<file path="src/rtl/duck_anim_sequencer.sv">
// Per-duck animation sequencer: IDLE -> FLY -> SHOT -> FALL -> IDLE, paced by frame_tick.
// Optional DUCK_ANIM_PINGPONG_EN makes the FLY flap cycle ping-pong instead of wrap.
module duck_anim_sequencer #(
  parameter int unsigned FLAP_FRAMES     = 3,
  parameter int unsigned TICKS_PER_FRAME = 4,
  parameter int unsigned SHOT_HOLD_TICKS = 8,
  parameter int unsigned FALL_TIMEOUT    = 60
) (
  input  logic       Clk,
  input  logic       Reset,
  input  logic       frame_tick,
  input  logic       spawn_req,
  output logic       spawn_ack,
  input  logic       hit,
  input  logic       dir_left,
  input  logic       landed,
  output logic [2:0] frame_sel,
  output logic       mirror,
  output logic       visible,
  output logic [1:0] state,
  output logic       done
);

  localparam int unsigned TICK_W   = (TICKS_PER_FRAME > 1) ? $clog2(TICKS_PER_FRAME) : 1;
  localparam int unsigned HOLD_MAX = (SHOT_HOLD_TICKS > FALL_TIMEOUT) ? SHOT_HOLD_TICKS : FALL_TIMEOUT;
  localparam int unsigned HOLD_W   = (HOLD_MAX > 1) ? $clog2(HOLD_MAX) : 1;

  localparam logic [TICK_W-1:0] TICK_LAST = TICK_W'(TICKS_PER_FRAME - 1);
  localparam logic [HOLD_W-1:0] SHOT_LAST = HOLD_W'(SHOT_HOLD_TICKS - 1);
  localparam logic [HOLD_W-1:0] FALL_LAST = HOLD_W'(FALL_TIMEOUT - 1);
  localparam logic [2:0]        FLAP_LAST  = 3'(FLAP_FRAMES - 1);
  localparam logic [2:0]        SHOT_FRAME = 3'(FLAP_FRAMES);
  localparam logic [2:0]        FALL_A     = 3'(FLAP_FRAMES + 1);
  localparam logic [2:0]        FALL_B     = 3'(FLAP_FRAMES + 2);

  typedef enum logic [1:0] {
    ST_IDLE = 2'd0,
    ST_FLY  = 2'd1,
    ST_SHOT = 2'd2,
    ST_FALL = 2'd3
  } state_e;

  state_e              state_q, state_d;
  logic [TICK_W-1:0]   tick_q, tick_d;
  logic [HOLD_W-1:0]   hold_q, hold_d;
  logic [2:0]          frame_q, frame_d;
  logic                mirror_q, mirror_d;
  logic                ack_d, done_d;
  logic                tick_wrap;
`ifdef DUCK_ANIM_PINGPONG_EN
  logic                up_q, up_d;
`endif

  assign tick_wrap = frame_tick && (tick_q == TICK_LAST);

  // State and output registers
  always_ff @(posedge Clk) begin
    if (Reset) begin
      state_q   <= ST_IDLE;
      tick_q    <= '0;
      hold_q    <= '0;
      frame_q   <= '0;
      mirror_q  <= 1'b0;
      visible   <= 1'b0;
      spawn_ack <= 1'b0;
      done      <= 1'b0;
`ifdef DUCK_ANIM_PINGPONG_EN
      up_q      <= 1'b1;
`endif
    end else begin
      state_q   <= state_d;
      tick_q    <= tick_d;
      hold_q    <= hold_d;
      frame_q   <= frame_d;
      mirror_q  <= mirror_d;
      visible   <= (state_d != ST_IDLE);
      spawn_ack <= ack_d;
      done      <= done_d;
`ifdef DUCK_ANIM_PINGPONG_EN
      up_q      <= up_d;
`endif
    end
  end

  // Next-state, counters and frame selection
  always_comb begin
    state_d  = state_q;
    tick_d   = tick_q;
    hold_d   = hold_q;
    frame_d  = frame_q;
    mirror_d = mirror_q;
    ack_d    = 1'b0;
    done_d   = 1'b0;
`ifdef DUCK_ANIM_PINGPONG_EN
    up_d     = up_q;
`endif
    case (state_q)
      ST_IDLE: begin
        frame_d = 3'd0;
        if (spawn_req) begin
          state_d  = ST_FLY;
          ack_d    = 1'b1;
          tick_d   = '0;
          hold_d   = '0;
          mirror_d = dir_left;
`ifdef DUCK_ANIM_PINGPONG_EN
          up_d     = 1'b1;
`endif
        end
      end
      ST_FLY: begin
        // hit beats a coincident frame advance and freezes mirror
        if (hit) begin
          state_d = ST_SHOT;
          frame_d = SHOT_FRAME;
          hold_d  = '0;
        end else if (tick_wrap) begin
          tick_d   = '0;
          mirror_d = dir_left;
`ifdef DUCK_ANIM_PINGPONG_EN
          if (up_q) begin
            if (frame_q == FLAP_LAST) begin
              frame_d = frame_q - 3'd1;
              up_d    = 1'b0;
            end else begin
              frame_d = frame_q + 3'd1;
            end
          end else begin
            if (frame_q == 3'd0) begin
              frame_d = 3'd1;
              up_d    = 1'b1;
            end else begin
              frame_d = frame_q - 3'd1;
            end
          end
`else
          frame_d = (frame_q == FLAP_LAST) ? 3'd0 : frame_q + 3'd1;
`endif
        end else if (frame_tick) begin
          tick_d = tick_q + TICK_W'(1);
        end
      end
      ST_SHOT: begin
        if (frame_tick) begin
          if (hold_q == SHOT_LAST) begin
            state_d = ST_FALL;
            frame_d = FALL_A;
            tick_d  = '0;
            hold_d  = '0;
          end else begin
            hold_d = hold_q + HOLD_W'(1);
          end
        end
      end
      ST_FALL: begin
        if (landed || (frame_tick && (hold_q == FALL_LAST))) begin
          state_d = ST_IDLE;
          done_d  = 1'b1;
          frame_d = 3'd0;
          tick_d  = '0;
          hold_d  = '0;
        end else if (frame_tick) begin
          hold_d = hold_q + HOLD_W'(1);
          if (tick_wrap) begin
            tick_d  = '0;
            frame_d = (frame_q == FALL_A) ? FALL_B : FALL_A;
          end else begin
            tick_d = tick_q + TICK_W'(1);
          end
        end
      end
      default: state_d = ST_IDLE;
    endcase
  end

  assign frame_sel = frame_q;
  assign mirror    = mirror_q;
  assign state     = state_q;

endmodule
</file>
<file path="config.mk">
export PLATFORM = sky130hd
export DESIGN_NAME = duck_anim_sequencer
export DESIGN_NICKNAME = d
export VERILOG_FILES = /design/src/rtl/duck_anim_sequencer.sv
export SDC_FILE = /design/constraint.sdc
export NUM_CORES = 1
export LEC_CHECK = 0
export CAP_MARGIN = 20
export CORE_ASPECT_RATIO = 1.2
export CORE_MARGIN = 5
export CORE_UTILIZATION = 50
export CTS_BUF_LIST = sky130_fd_sc_hd__clkbuf_8
export DETAILED_ROUTE_END_ITERATION = 6
export GPL_TIMING_DRIVEN = 0
export PLACE_DENSITY = 0.79
export SLEW_MARGIN = 10
export SYNTH_ARGS = -nofsm -noshare
export SYNTH_HDL_FRONTEND = slang
export SYNTH_SLANG_ARGS = --single-unit
</file>
<file path="constraint.sdc">
create_clock -name Clk -period 2.15 [get_ports Clk]
set_input_delay 0.43 -clock Clk [delete_from_list [all_inputs] [get_ports Clk]]
set_output_delay 0.43 -clock Clk [all_outputs]
set_load 0.005 [all_outputs]
</file>
==> metrics.cfg, run 1 <==
[worst_setup_path]
ff2ff_path_depth=6
critical_path_class=input port to flip-flop
r2r-end=frame_sel[0]
cp_max_fo=6
timing.rr.start=hold_q[0]
critPathCaptureType=flip-flop
startpoint_type=input port
r2r_slack_ns=0.10
required_ns=2.32
critPathArrivalTime_ns=2.23

[finish]
num_antenna_cells=0
fill_cells=155
nets=142
multiInputGateArea_um2=569
regArea_um2=340
fin_area_um2=1160
final_common_cell=dfxtp_1
syn_to_final_growth_pct=26.1
instances_no_fill=151
mostFrequentLayoutCells=17 x dfxtp_1, 15 x nand2_1, 14 x clkdlybuf4s50_1
drive_gt1_share_pct=6.82

[worst_hold_path]
hold_path.class=flip-flop to flip-flop
whs_path_depth=2
min_to=tick_q[1]
worstHoldStart=tick_q[1]

[sta]
fin_ws_ns=0.0826
fin_skew_ns=0.00254
timing.final.crit_period_ns=2.07
hold_violations=0
fin_crit_sh_pct=96.2
slew_headroom_pct=56.7
setup_viol=0
rsz0062_at_grt=no
slew_violations=0
max_freq_mhz=484
worst_pin_slew_ns=0.632
whs_ns=0.466
tns_ns=0

[synth]
syn_nets=122
synth_edf_count=0
synthesis.instances=113
synthFlopType=dfxtp_1
yosysSeqAreaShare_pct=36.9
ys_types=37
ys_seq_elements=17
yosysWarnings=0
syn-mean-instance-area_um2=8.16
ys_async_sr_fraction_pct=0
synth_area_um2=922

[routing]
wl_um=2010
post-route-drc-count=0
wl_per_cell_um=13.3
first_iter_violations=18
vias_per_cell=5.68
postRouteAntennaNets=0
dr.pass1.iters=4
vias=858

[power_and_ir_drop]
cellLeakagePower_nw=0.427
p_per_area_nw_per_um2=634
peakVddDrop_v=0.000388

[run_status]
status=finished, final reports clean

[clocking]
h-tree-depth=1
path_clk_slew_ns=0.06
root_buffer=clkbuf_8
cts_setup_buffers=0
cts_tree=built
clock-sinks=17
clock_path_buffers=2
cts_made_buffers=3
clock_latency_ns=0.25

[global_route]
grt_max_degree=11
antenna_found_initial=0
grt_pass1_wl_um=3530
globalRoute.totalOverflow=0
grt_pass1_vias=815
grt_use_total_pct=15.4

[floorplanning]
die_y_um=57.0
die_w_um=49.2
ios=16
die_area_um2=2810
start_util_pct=51.0
coreArea_um2=1810
num_rows=17

[flow_run]
cap_violations=0

[place]
dp.cells=147
placed_area_um2=1100
post-place-ws_ns=-0.452
port_buffers=15
hpwl_um=1520
gp_congestion=0.880

[per-stage QoR]
stage / utilization [%] / total power [mW]
finish: 64.3 / 0.737
global route: 64.3 / 0.784
CTS: 64.1 / 0.744
detailed placement: 60.6 / 0.511
global placement: 60.6 / 0.506
floorplan: - / 0.449
[worst max-delay path, stage by stage]
cell and delay, ns:
dlygate4sd2_1 0.29, or4b_4 0.52, o211ai_4 0.21, o311a_4 0.25, or4b_1 0.45, o31ai_1 0.08
[cell type report]
| class | instances | area share (%) |
|---|---|---|
| multi-input combinational | 87 | 49.0 |
| sequential | 17 | 29.3 |
| timing repair buffer | 15 | 12.8 |
| clock buffer | 3 | 3.55 |
| tap | 19 | 2.05 |
| inverter | 5 | 1.61 |
| buffer | 4 | 1.40 |
| clock inverter | 1 | 0.323 |
[sequential cells by signal, indices dropped and copies added (netlist names)]
name and count:
done 1, frame_sel 3, hold_q 6, mirror 1, spawn_ack 1, state 2
tick_q 2, visible 1
[routing by layer]
layer / GRT usage, % / wire, um / vias to the layer above
met1: 18.4 / 900 / 398
met4: 6.54 / 16 / 0
met3: 3.13 / 86 / 2
met2: 26.2 / 1010 / 14
met5: 0 / 0 / -
li1: - / - / 444
[Yosys cell counts, types with 2 or more instances]
| cell | count | area [um2] |
|---|---|---|
| nor3_1 | 2 | 10.0 |
| mux2i_1 | 4 | 40.0 |
| nand2_1 | 15 | 56.3 |
| xnor2_1 | 2 | 17.5 |
| dfxtp_1 | 17 | 340 |
| nand3_1 | 2 | 10.0 |
| ha_1 | 2 | 25.0 |
| nand4_1 | 2 | 12.5 |
| inv_1 | 5 | 18.8 |
| o21ai_0 | 3 | 15.0 |
| nor2_1 | 12 | 45.0 |
| clkbuf_1 | 3 | 11.3 |
| nor2b_1 | 4 | 25.0 |
| nand2b_1 | 2 | 12.5 |
| xor2_1 | 2 | 17.5 |
| a21oi_1 | 13 | 65.1 |
| and2_1 | 2 | 12.5 |
| or4_1 | 2 | 15.0 |
[cells by family after synthesis]
family	after synthesis	share of synthesized area, %
simple gates	49	27.4
fa+ha+maj	2	2.71
buf+inv	9	3.80
mux	4	4.34
xor+xnor	4	3.80
compound gates	28	21.0
flops	17	36.9
[how the worst max path moves through the flow]
stage	from	end	slack, ns	cells past startpoint
2_1_floorplan	frame_tick	frame_sel[0]	0.28	5
3_3_place_gp	frame_tick	frame_sel[0]	-0.44	6
3_5_place_dp	frame_tick	frame_sel[0]	-0.45	6
4_1_cts	hold_q[0]	hold_q[5]	0.04	6
5_1_grt	hold_q[0]	hold_q[5]	0.004	6
6_report	frame_tick	frame_sel[0]	0.08	6
[repair_timing]
action,in CTS,in global routing
endpoints found under the setup margin,2,5
hold buffers,0,0
resized for setup,3,1
[where the power goes]
part / switching [mW] / leakage, nW / internal (mW)
clock network: 0.100 / 0.0269 / 0.126
logic: 0.0864 / 0.262 / 0.0805
registers: 0.0122 / 0.138 / 0.331
total: 0.199 / 0.427 / 0.538
No activity file was read; power rests on OpenSTA's default activity.
==> inputs of run 2 (changes only) <==
--- a/config.mk
+++ b/config.mk
@@ -8,11 +8,11 @@
 export CAP_MARGIN = 20
 export CORE_ASPECT_RATIO = 1.2
 export CORE_MARGIN = 5
-export CORE_UTILIZATION = 50
+export CORE_UTILIZATION = 39
 export CTS_BUF_LIST = sky130_fd_sc_hd__clkbuf_8
 export DETAILED_ROUTE_END_ITERATION = 6
 export GPL_TIMING_DRIVEN = 0
-export PLACE_DENSITY = 0.79
+export PLACE_DENSITY = 0.65
 export SLEW_MARGIN = 10
 export SYNTH_ARGS = -nofsm -noshare
 export SYNTH_HDL_FRONTEND = slang
==> run 2 against run 1 <==
Register-to-register slack gained 0.09 ns. Fmax rose by 2.1%. Non-clock buffer count did not move. Critical endpoint unchanged. Largest cell class unchanged. Largest power group unchanged.
==> metrics.cfg, run 2 (synthesis gave the netlist of run 1 again) <==
[run_status]
status=finished, final reports clean

[sta]
whs_ns=0.466
fin_crit_sh_pct=94.2
slew_headroom_pct=70.3
rsz0062_at_grt=no
hold_violations=0
worst_pin_slew_ns=0.438
fin_skew_ns=0.00205
setup_viol=0
max_freq_mhz=494
tns_ns=0
timing.final.crit_period_ns=2.03
slew_violations=0

[routing]
dr.pass1.iters=4
postRouteAntennaNets=0
wl_um=2010
vias=854
wl_per_cell_um=12.3
vias_per_cell=5.24
first_iter_violations=17
top_layer_used=met4
wl_met2_um=972
wl_met1_um=905
wl_met3_um=107
post-route-drc-count=0

[place]
gp_congestion=0.814
port_buffers=15
hpwl_um=1500
dp.cells=159

[global_route]
grt_max_degree=11
antenna_found_initial=0
grt_pass1_vias=827
globalRoute.totalOverflow=0
grt_pass1_wl_um=3540
grt_use_total_pct=13.4

[clocking]
cts_tree=built
h-tree-depth=1
clock_path_buffers=2
cts_hold_buffers=0
root_buffer=clkbuf_8
clock-sinks=17
cts_made_buffers=3
cts_setup_buffers=0
clock_latency_ns=0.25
path_clk_slew_ns=0.06

[worst_setup_path]
startpoint_type=input port
startpoint=frame_tick
critical_path_class=input port to flip-flop
critPathCaptureType=flip-flop
timing.rr.start=hold_q[0]
critPathArrivalTime_ns=2.19
required_ns=2.32
cp_max_fo=6

[finish]
final_common_cell=dfxtp_1
regArea_um2=340
utilization_pct=51.8
multiInputGateArea_um2=573
fill_cells=224
syn_to_final_growth_pct=28.2
num_antenna_cells=0
drive_gt1_share_pct=7.58
top_register=hold_q
instances_no_fill=163
nets=142
mostFrequentLayoutCells=17 x dfxtp_1, 15 x nand2_1, 14 x clkdlybuf4s50_1
largest_reg_flops=6

[floorplanning]
num_rows=19
start_util_pct=40.4
die_area_um2=3440
die_w_um=54.4
coreArea_um2=2280
ios=16
die_y_um=63.3

[power_and_ir_drop]
p_per_area_nw_per_um2=632
cellLeakagePower_nw=0.428
peakVddDrop_v=0.000467

[worst_hold_path]
worstHoldStart=tick_q[1]
hold_path.class=flip-flop to flip-flop

[flow_run]
cap_violations=0

==> run 2: cell count changes in the layout (fill, tap and decap cells not counted) <==
cell / previous run / this run
clkdlybuf4s15_1: 0 / 1
dlygate4sd2_1: 1 / 0
mux2i_1: 4 / 3
mux2i_2: 0 / 1
==> run 2: through the flow <==
stage	cell area, um2	setup slack [ns]	power, mW
after global routing	1180	0.0305	0.792
after detailed placement	1110	-0.453	0.511
after floorplan	922	0.281	0.449
final	1180	0.124	0.747
after global placement	1110	-0.449	0.508
after CTS	1170	0.0936	0.754
==> run 2: what timing repair did <==
| action | 4_1_cts | 5_1_grt |
|---|---|---|
| pin swaps | 0 | 1 |
| resized for setup | 3 | 3 |
| setup endpoints to repair | 2 | 6 |
| cloned | 0 | 0 |
==> run 2: worst paths after layout <==
check / end / slack, ns / cells after the start
worst max register to register: frame_sel[0] / 0.19 / 6
worst max-delay path: frame_sel[0] / 0.12 / 6
worst min-delay path: tick_q[1] / 0.47 / 2
worst min register to register: tick_q[1] / 0.47 / 2
==> run 2: cell type report <==
class,count,area share (%)
Buffer,4,1.38
Clock buffer,3,3.49
Clock inverter,1,0.317
Inverter,5,1.59
Multi-Input combinational cell,87,48.5
Sequential cell,17,28.8
Tap cell,31,3.28
Timing Repair Buffer,15,12.7
==> run 2: critical path: stages <==
cell,delay [ns]
clkdlybuf4s15_1,0.26
or4b_4,0.52
o211ai_4,0.21
o311a_4,0.25
or4b_1,0.44
o31ai_1,0.08
==> run 2: where the power goes <==
group	leakage [nW]	switching, mW	internal, mW
clock	0.0269	0.108	0.127
sequential	0.138	0.0119	0.331
combinational	0.263	0.0876	0.0819
==> run 2: per-layer routing <==
layer | up-vias | track usage [%]
li1 | 445 | -
met1 | 386 | 17.1
met2 | 21 | 21.3
met3 | 2 | 2.36
met4 | 0 | 5.92
met5 | - | 0
==> inputs of run 3 (changes only) <==
--- a/config.mk
+++ b/config.mk
@@ -13,7 +13,9 @@
 export DETAILED_ROUTE_END_ITERATION = 6
 export GPL_TIMING_DRIVEN = 0
 export PLACE_DENSITY = 0.65
+export SKIP_LAST_GASP = 1
 export SLEW_MARGIN = 10
 export SYNTH_ARGS = -nofsm -noshare
 export SYNTH_HDL_FRONTEND = slang
 export SYNTH_SLANG_ARGS = --single-unit
+export TNS_END_PERCENT = 1
==> run 3 against run 2 <==
Worst hold slack worse by 0.00087 ns. Routed wire length up 0.45%. First-iteration DRC count up 12%. Critical path type unchanged. Critical endpoint unchanged.
==> metrics.cfg, run 3 (synthesis gave the netlist of run 1 again) <==
[run_status]
status=finished, final reports clean

[clocking]
cts_tree=built
clock-sinks=17
clock_latency_ns=0.25
clock_path_buffers=2
path_clk_slew_ns=0.06
cts_made_buffers=3
cts_hold_buffers=0
root_buffer=clkbuf_8
h-tree-depth=1

[place]
hpwl_um=1500
placed_area_um2=1110
dp.cells=159
post-place-ws_ns=-0.453
port_buffers=15
gp_congestion=0.814

[sta]
fin_ws_ns=0.0907
tns_ns=0
worst_pin_slew_ns=0.616
whs_ns=0.466
setup_viol=0
slew_violations=0
timing.final.crit_period_ns=2.06
hold_violations=0
fin_crit_sh_pct=95.8
max_freq_mhz=486
slew_headroom_pct=57.8
fin_skew_ns=0.000826
rsz0062_at_grt=yes

[global_route]
grt_max_degree=11
antenna_found_initial=0
grt_use_total_pct=13.4
globalRoute.totalOverflow=0
grt_pass1_wl_um=3540
grt_pass1_vias=827

[finish]
fin_area_um2=1180
syn_to_final_growth_pct=27.7
instances_no_fill=163
drive_gt1_share_pct=6.82
nets=142
largest_reg_flops=6
utilization_pct=51.6
mostFrequentLayoutCells=17 x dfxtp_1, 15 x nand2_1, 14 x clkdlybuf4s50_1
top_register=hold_q
final_common_cell=dfxtp_1
num_antenna_cells=0

[power_and_ir_drop]
peakVddDrop_v=0.000464
cellLeakagePower_nw=0.427
p_per_area_nw_per_um2=632
total_power_mw=0.745

[worst_hold_path]
hold_path.class=flip-flop to flip-flop
worstHoldStart=tick_q[1]

[worst_setup_path]
max_stage_delay_ns=0.52
cp_slowest_cell=or4b_4
cp.buffers_inverters=1
cp_cell_sequence=dlygate4sd2_1, or4b_4, o211ai_4, o311a_4, or4b_1, o31ai_1
critPathCaptureType=flip-flop
timing.rr.start=hold_q[0]
cp_max_fo=6
required_ns=2.31
startpoint_type=input port
critical_path_class=input port to flip-flop
critPathArrivalTime_ns=2.22
path_delay_family=simple AND/OR/NAND/NOR gates
startpoint=frame_tick

[floorplanning]
die_y_um=63.3
die_area_um2=3440
coreArea_um2=2280
start_util_pct=40.4
ios=16
num_rows=19
die_w_um=54.4

[routing]
first_iter_violations=19
postRouteAntennaNets=0
wl_um=2020
vias=877
vias_per_cell=5.38
post-route-drc-count=0
wl_per_cell_um=12.4
dr.pass1.iters=6

[flow_run]
cap_violations=0

==> run 3: cell types whose count changed in the layout (fill, tap and decap cells not counted), sizes merged <==
cell	delta
clkdlybuf4s15	-1
dlygate4sd2	+1
==> run 3: metal layers <==
metal | vias to the layer above | GRT usage [%] | part of all wire, %
met5 | - | 0 | 0
met2 | 32 | 21.3 | 49
met3 | 2 | 2.36 | 6.9
met1 | 396 | 17.1 | 43
met4 | 0 | 5.92 | 1.2
li1 | 447 | - | -
==> run 3: area by class of cell <==
cell class	instances	area, um2
Buffer	4	16.3
Fill cell	225	1100
Clock inverter	1	3.75
Timing Repair Buffer	15	149
Multi-Input combinational cell	87	569
Sequential cell	17	340
Tap cell	31	38.8
Clock buffer	3	41.3
Inverter	5	18.8
==> run 3: final timing paths <==
kind	to	slack, ns	cells after the start
hold reg to reg	tick_q[1]	0.47	2
setup / recovery	frame_sel[0]	0.09	6
setup reg to reg	frame_sel[0]	0.12	6
hold / removal	tick_q[1]	0.47	2
==> run 3: tightest hold or removal path, cell delays in order, from the launching register on <==
cell	delay, ns
dfxtp_1	0.31
nand2_1	0.05
a21oi_1	0.05
==> run 3: what timing repair did <==
item	4_1_cts	5_1_grt
buffers inserted	0	0
endpoints found under the setup margin	2	6
gates resized for setup	3	1
==> run 3: report_power, final <==
group,switching (mW),internal [mW]
Combinational,0.0869,0.0804
Sequential,0.0119,0.331
Clock,0.108,0.127
Total,0.206,0.538
==> edit 1 (settings of run 3) <==
Change the parameter `FALL_TIMEOUT` from 60 to 120.
--- a/src/rtl/duck_anim_sequencer.sv
+++ b/src/rtl/duck_anim_sequencer.sv
@@ -4,7 +4,7 @@
   parameter int unsigned FLAP_FRAMES     = 3,
   parameter int unsigned TICKS_PER_FRAME = 4,
   parameter int unsigned SHOT_HOLD_TICKS = 8,
-  parameter int unsigned FALL_TIMEOUT    = 60
+  parameter int unsigned FALL_TIMEOUT    = 120
 ) (
   input  logic       Clk,
   input  logic       Reset,
Behaviour: same outputs for any inputs over 10 cycles, from zero or initial values and one cycle with Reset high; that may be too few to reach the edited logic, so the function may still have changed.
==> edit 1 against run 3 <==
- largest power group unchanged
- wire length up 29%
- sequential cell count up 1
- power up 6.6%
- maximum frequency up 1.7%
- critical endpoint is now hold_q[4]$_SDFFE_PP0P_
- final area up 12%
- global-route usage up 1.9 points
- synthesized area up 16%
- worst setup slack better by 0.034 ns
- critical path depth unchanged
- die area up 14%
- utilization down 0.52 points
- register-to-register slack better by 0.17 ns
- count of clock-buffer cells in the layout up 1
==> edit 1: results (changes against run 3) <==
- The overall power after layout is 794 uW (was 745 uW).
- The number of synthesis warnings is 0 (unchanged).
* Fraction of layout instances using a drive strength above 1: 11.3% (was 6.82%)
* Routability-driven placement congestion ratio: 0.799 (was 0.814)
- Maximum fanout encountered on the critical timing path: 8 (was 6)
- The aggregate global-route resource usage is 15.3% (was 13.4%).
- The post-synth net total is 141 (was 122).
- Peak supply drop: 0.000353 V (was 0.000464 V)
- The global-route wire length before repair was 4.59 mm (was 3.54 mm).
- The count of mapped cells out of synthesis is 132 (was 113).
- Final net count: 160 (was 142)
- The slowest cell on the critical path is clkdlybuf4s50_1 (was or4b_4).
- The number of buffers inserted by port buffering is 14 (was 15).
- The signed area change from the synthesized netlist to the final layout is 22.6% (was 27.7%).
* Stage delay of the slowest cell on the critical path: 0.59 ns (was 0.52 ns)
- Worst Hold Endpoint: tick_q[1]$_SDFFE_PP0P_ (unchanged)
* Count of different cell masters after synthesis: 49 (was 37)
* Main flop type after synthesis: dfxtp_1 (unchanged)
- Reg-to-reg critical path endpoint: tick_q[0]$_SDFFE_PP0P_ (was frame_sel[0]$_SDFFE_PP0P_)
- The sequential cell area fraction in the yosys report came to 33.6% (was 36.9%).
- Instance area after placement: 1250 um^2 (was 1110 um^2)
- The total net switching power is 215 uW (was 206 uW).
- The count of filler cells inserted in the layout came to 255 (was 225).
* Seq pwr share: 44.9% (was 46.1%)
- The number of flip-flops in the largest register was 7 (was 6).
* Worst Tran Pin Value: 0.621 ns (was 0.616 ns)
* Endpoint arrival time on the critical path: 2.16 ns (was 2.22 ns)
- Status: finished, final reports clean (unchanged)
- Cell types with the largest area share after synthesis: dfxtp_1, a21oi_1, nor2_1 (was dfxtp_1, a21oi_1, nand2_1)
- Most numerous cell types in the synthesized netlist: dfxtp_1, a21oi_1, nor2_1 (was dfxtp_1, nand2_1, a21oi_1)
- Power Clock: 282 uW (was 234 uW)
* Min-Delay Startpoint: tick_q[1]$_SDFFE_PP0P_ (unchanged)
* Clock-pin slew reported for the worst setup and hold paths after clock tree synthesis: around 0.07 ns
* Ys async rst share: 0% (unchanged)
- The total iterations of the first detailed-routing run came to 4 (was 6).
- Clock root buffer master: clkbuf_8 (unchanged)
* DRC violation total after the first TritonRoute iteration: 30 (was 19)
* Via density: 5.77 (was 5.38)
- Max clock buf depth: 2 (unchanged)
* Worst R2R Path Depth: 6 (unchanged)
* Via count of the first global-routing pass: 1027 (was 827)
- The number of levels in the clock H-tree was 1 (unchanged).
* Static leakage: 0.485 nW (was 0.427 nW)
* Fin Clk Skew: 0.00148 ns (was 0.000826 ns)
- Hold slack final: 0.473 ns (was 0.466 ns)
- Post-detailed-placement half-perimeter wirelength: 1.97 mm (was 1.50 mm)
- Wirelength, routed: 2.60 mm (was 2.02 mm)
- Maximum number of pins on one net before global-route repair: 11 (unchanged)
- Count of placed standard cells in the final layout, fillers left out: 183 (was 163)
- The register-to-register path setup slack was 0.29 ns (was 0.12 ns).
* Worst slack at placement: -0.141 ns (was -0.453 ns)
[edit 1: final cells by class]
class	instances	share of cell area, %
inverter	3	0.856
multi-input combinational	106	51.9
buffer	5	1.90
sequential	18	27.4
tap	33	3.14
timing repair buffer	14	10.6
clock buffer	4	4.18
[edit 1: worst max path at each step]
stage                                  end  slack, ns                   start
floorplan           tick_q[0]$_SDFFE_PP0P_       0.51  hold_q[0]$_SDFFE_PP0P_
global placement    hold_q[4]$_SDFFE_PP0P_      -0.15                     hit
detailed placement  hold_q[4]$_SDFFE_PP0P_      -0.14              frame_tick
CTS                 hold_q[4]$_SDFFE_PP0P_       0.13                     hit
global route        hold_q[4]$_SDFFE_PP0P_      -0.01                     hit
finish              hold_q[4]$_SDFFE_PP0P_       0.12                     hit
[edit 1: what timing repair did]
item                                    CTS  global route
endpoints found under the setup margin    0             2
endpoints found under the hold margin     0             0
resized for setup                         0             1
[edit 1: kinds of logic after synthesis]
family / count (synthesis) / synth area share, %
AO/OA/AOI/OAI: 46 / 29.3
adder cells (fa/ha/maj): 2 / 2.33
buffers and inverters: 8 / 3.38
flip-flops: 18 / 33.6
multiplexers: 3 / 2.91
AND/OR/NAND/NOR: 55 / 28.6
[edit 1: metal layers]
| metal | up-vias | global-route usage, % | share of wire (%) |
|---|---|---|---|
| met5 | - | 0 | 0 |
| met4 | 0 | 7.83 | 2.2 |
| met3 | 5 | 2.29 | 3.2 |
| met2 | 16 | 28.7 | 52 |
| met1 | 510 | 16.6 | 43 |
| li1 | 524 | - | - |
[edit 1: worst max-delay path, delay by kind of cell]
kind / cells / cell delay [ns]
mux: 2 / 0.64
buf+inv: 1 / 0.59
simple gates: 1 / 0.05
compound gates: 2 / 0.45
==> edit 2 (config.mk and constraints of run 3) <==
Without the edit above. Take the reset off `hold_q` and load it in a clocked block of its own.
--- a/src/rtl/duck_anim_sequencer.sv
+++ b/src/rtl/duck_anim_sequencer.sv
@@ -58,7 +58,6 @@
     if (Reset) begin
       state_q   <= ST_IDLE;
       tick_q    <= '0;
-      hold_q    <= '0;
       frame_q   <= '0;
       mirror_q  <= 1'b0;
       visible   <= 1'b0;
@@ -70,7 +69,6 @@
     end else begin
       state_q   <= state_d;
       tick_q    <= tick_d;
-      hold_q    <= hold_d;
       frame_q   <= frame_d;
       mirror_q  <= mirror_d;
       visible   <= (state_d != ST_IDLE);
@@ -80,6 +78,10 @@
       up_q      <= up_d;
 `endif
     end
+  end
+
+  always_ff @(posedge Clk) begin
+    hold_q <= hold_d;
   end
 
   // Next-state, counters and frame selection
Function: same outputs for any inputs over 10 cycles, from zero or initial values and one cycle with Reset high; that may be too few to reach the edited logic, so the function may still have changed.
==> edit 2 against run 3 <==
- wire length rose by 4.6%
- largest cell class unchanged
- worst setup slack improved by 0.18 ns
- sequential cell count did not move
- via count fell by 4.0%
- sequential share of layout area rose by 3.3 points
- power rose by 6.5%
- sequential power rose by 14%
- cell count fell by 3.1%
- final area rose by 5.7%
- critical path depth fell by 1
- first-iteration DRC count did not move
- synthesized area rose by 9.4%
- worst hold slack improved by 0.027 ns
==> edit 2: results (changes against run 3) <==
* Max clock buf depth: 2 (unchanged)
* R2R setup slack: 0.36 ns (was 0.12 ns)
* Latest clock arrival within the worst-skew pair: 0.25 ns (about the same)
- 1st-pass router iterations: 4 (was 6)
- Path category of the worst min-delay check: reg -> reg (unchanged)
* Cell types with the largest area share after synthesis: dfxtp_1, edfxtp_1, mux2i_1 (was dfxtp_1, a21oi_1, nand2_1)
* GR Util All Layers: 12.8% (was 13.4%)
- DRC violation total after the first TritonRoute iteration: 19 (unchanged)
* Final net count: 135 (was 142)
- The launch instance of the worst register-to-register path was hold_q[0]$_DFFE_PP_ (was hold_q[0]$_SDFFE_PP0P_).
- Mapped Nets: 115 (was 122)
- The number of distinct library cell variants in the gate-level netlist after synthesis was 38 (was 37).
- The startpoint of the most critical hold path is tick_q[1]$_SDFFE_PP0P_ (unchanged).
- The count of filler cells inserted in the layout was 256 (was 225).
- The slew at the pin closest to its max-slew limit was 0.421 ns (was 0.616 ns).
- Vias: 842 (was 877)
* Peak-usage layer in the global routing report: met2 (unchanged)
- The via count of the first global-routing pass came to 806 (was 827).
- The post-placement cell count came to 154 (was 159).
- The routability-driven placement congestion ratio was 0.762 (was 0.814).
- Post-CTS Setup Inserts: 0 (unchanged)
- The cell area after placement came to 1200 um^2 (was 1110 um^2).
- Number of instances in the synthesized netlist: 106 (was 113)
* CTS H-tree lvls: 1 (unchanged)
- The number of buffers created by CTS is 3 (unchanged).
- Wirelength, routed: 2.11 mm (was 2.02 mm)
* Top reg by flops: hold_q (unchanged)
* Max FFs per register: 6 (unchanged)
* Fin Clk Skew: 0.00115 ns (was 0.000826 ns)
- Sequential share of the synthesized area: 39.7% (was 36.9%)
- Ys async rst share: 0% (unchanged)
- Peak supply drop: 0.000329 V (was 0.000464 V)
* Buffers added on ports: 15 (unchanged)
- Wire length of the first global-routing pass: 3.75 mm (was 3.54 mm)
* Worst Hold Endpoint: tick_q[1]$_SDFFE_PP0P_ (unchanged)
- Endpoint arrival time on the critical path: 2.03 ns (was 2.22 ns)
- Status: finished, final reports clean (unchanged).
* Global routing usage on met1: 16.3% (was 17.1%)
- The depth of the most critical reg-to-reg path was 5 (was 6).
* EDFF count, synth: 6 (was 0)
* Reg-to-reg critical path endpoint: tick_q[0]$_SDFFE_PP0P_ (was frame_sel[0]$_SDFFE_PP0P_)
* Static leakage: 0.440 nW (was 0.427 nW)
- Worst slack at placement: 0.0341 ns (was -0.453 ns)
* Most numerous cell types in the synthesized netlist: dfxtp_1, nor2_1, nand2_1 (was dfxtp_1, nand2_1, a21oi_1)
- The number of synthesis warnings came to 0 (unchanged).
* Met3 global-route usage: 2.16% (was 2.36%)
- Post-detailed-placement half-perimeter wirelength: 1.60 mm (was 1.50 mm)
* Global routing usage on met2: 19.4% (was 21.3%)
- Number of instances resized during post-cts repair: 0 (was 3)
- DR WL/cell: 13.4 um (was 12.4 um)
* Fraction of layout instances using a drive strength above 1: 11.2% (was 6.82%)
[edit 2: cell types whose count changed after synthesis, moves of 4 or more]
cell	change
a21oi_1	-10
nand2b_1	+4
edfxtp_1	+6
dfxtp_1	-6
nand2_1	-7
[edit 2: worst max-delay path, cell delays in order]
cell	delay [ns]
clkdlybuf4s50_1	0.59
nand4b_1	0.21
o21ai_1	0.41
nor4b_1	0.10
mux2_4	0.28
[edit 2: area by class of cell]
type | count | area, um^2 | share of cell area (%)
multi-input combinational | 80 | 568 | 45.6
sequential | 17 | 400 | 32.2
timing repair buffer | 15 | 150 | 12.1
clock buffer | 3 | 41.3 | 3.32
tap | 33 | 41.3 | 3.32
buffer | 4 | 21.3 | 1.71
inverter | 5 | 18.8 | 1.51
clock inverter | 1 | 3.75 | 0.302
[edit 2: metrics by stage]
stage                     hold WS [ns]  power (mW)
after detailed placement         0.482       0.570
after global routing             0.534       0.843
after global placement           0.476       0.566
after floorplan                  0.456       0.504
after CTS                        0.491       0.809
final                            0.492       0.793
[edit 2: cell families after synthesis]
| group | after synthesis | synth area share (%) |
|---|---|---|
| and+or+nand+nor | 45 | 25.3 |
| muxes | 6 | 6.45 |
| DFF | 17 | 39.7 |
| AOI/OAI and AO/OA | 23 | 18.6 |
| adders and majority gates | 2 | 2.48 |
| buffers and inverters | 9 | 3.97 |
| xor gates and xnor gates | 4 | 3.47 |
[edit 2: how the worst max path moves through the flow]
stage | start | endpoint | slack, ns
finish | frame_tick | tick_q[0]$_SDFFE_PP0P_ | 0.27
global route | frame_tick | tick_q[0]$_SDFFE_PP0P_ | 0.19
CTS | frame_tick | tick_q[0]$_SDFFE_PP0P_ | 0.29
detailed placement | frame_tick | tick_q[0]$_SDFFE_PP0P_ | 0.03
global placement | frame_tick | tick_q[0]$_SDFFE_PP0P_ | 0.03
floorplan | hold_q[0]$_DFFE_PP_ | tick_q[0]$_SDFFE_PP0P_ | 0.48
[edit 2: power breakdown]
part / internal (mW) / switching, mW / total [mW]
combinational: 0.0874 / 0.0836 / 0.171
clock: 0.127 / 0.105 / 0.232
sequential: 0.364 / 0.0256 / 0.390
total: 0.579 / 0.215 / 0.793
[edit 2: routing by layer]
metal,share of wire [%],vias to the layer above
met2,47,12
met5,0,-
met3,2.9,5
met4,2.7,0
met1,47,401
li1,-,424
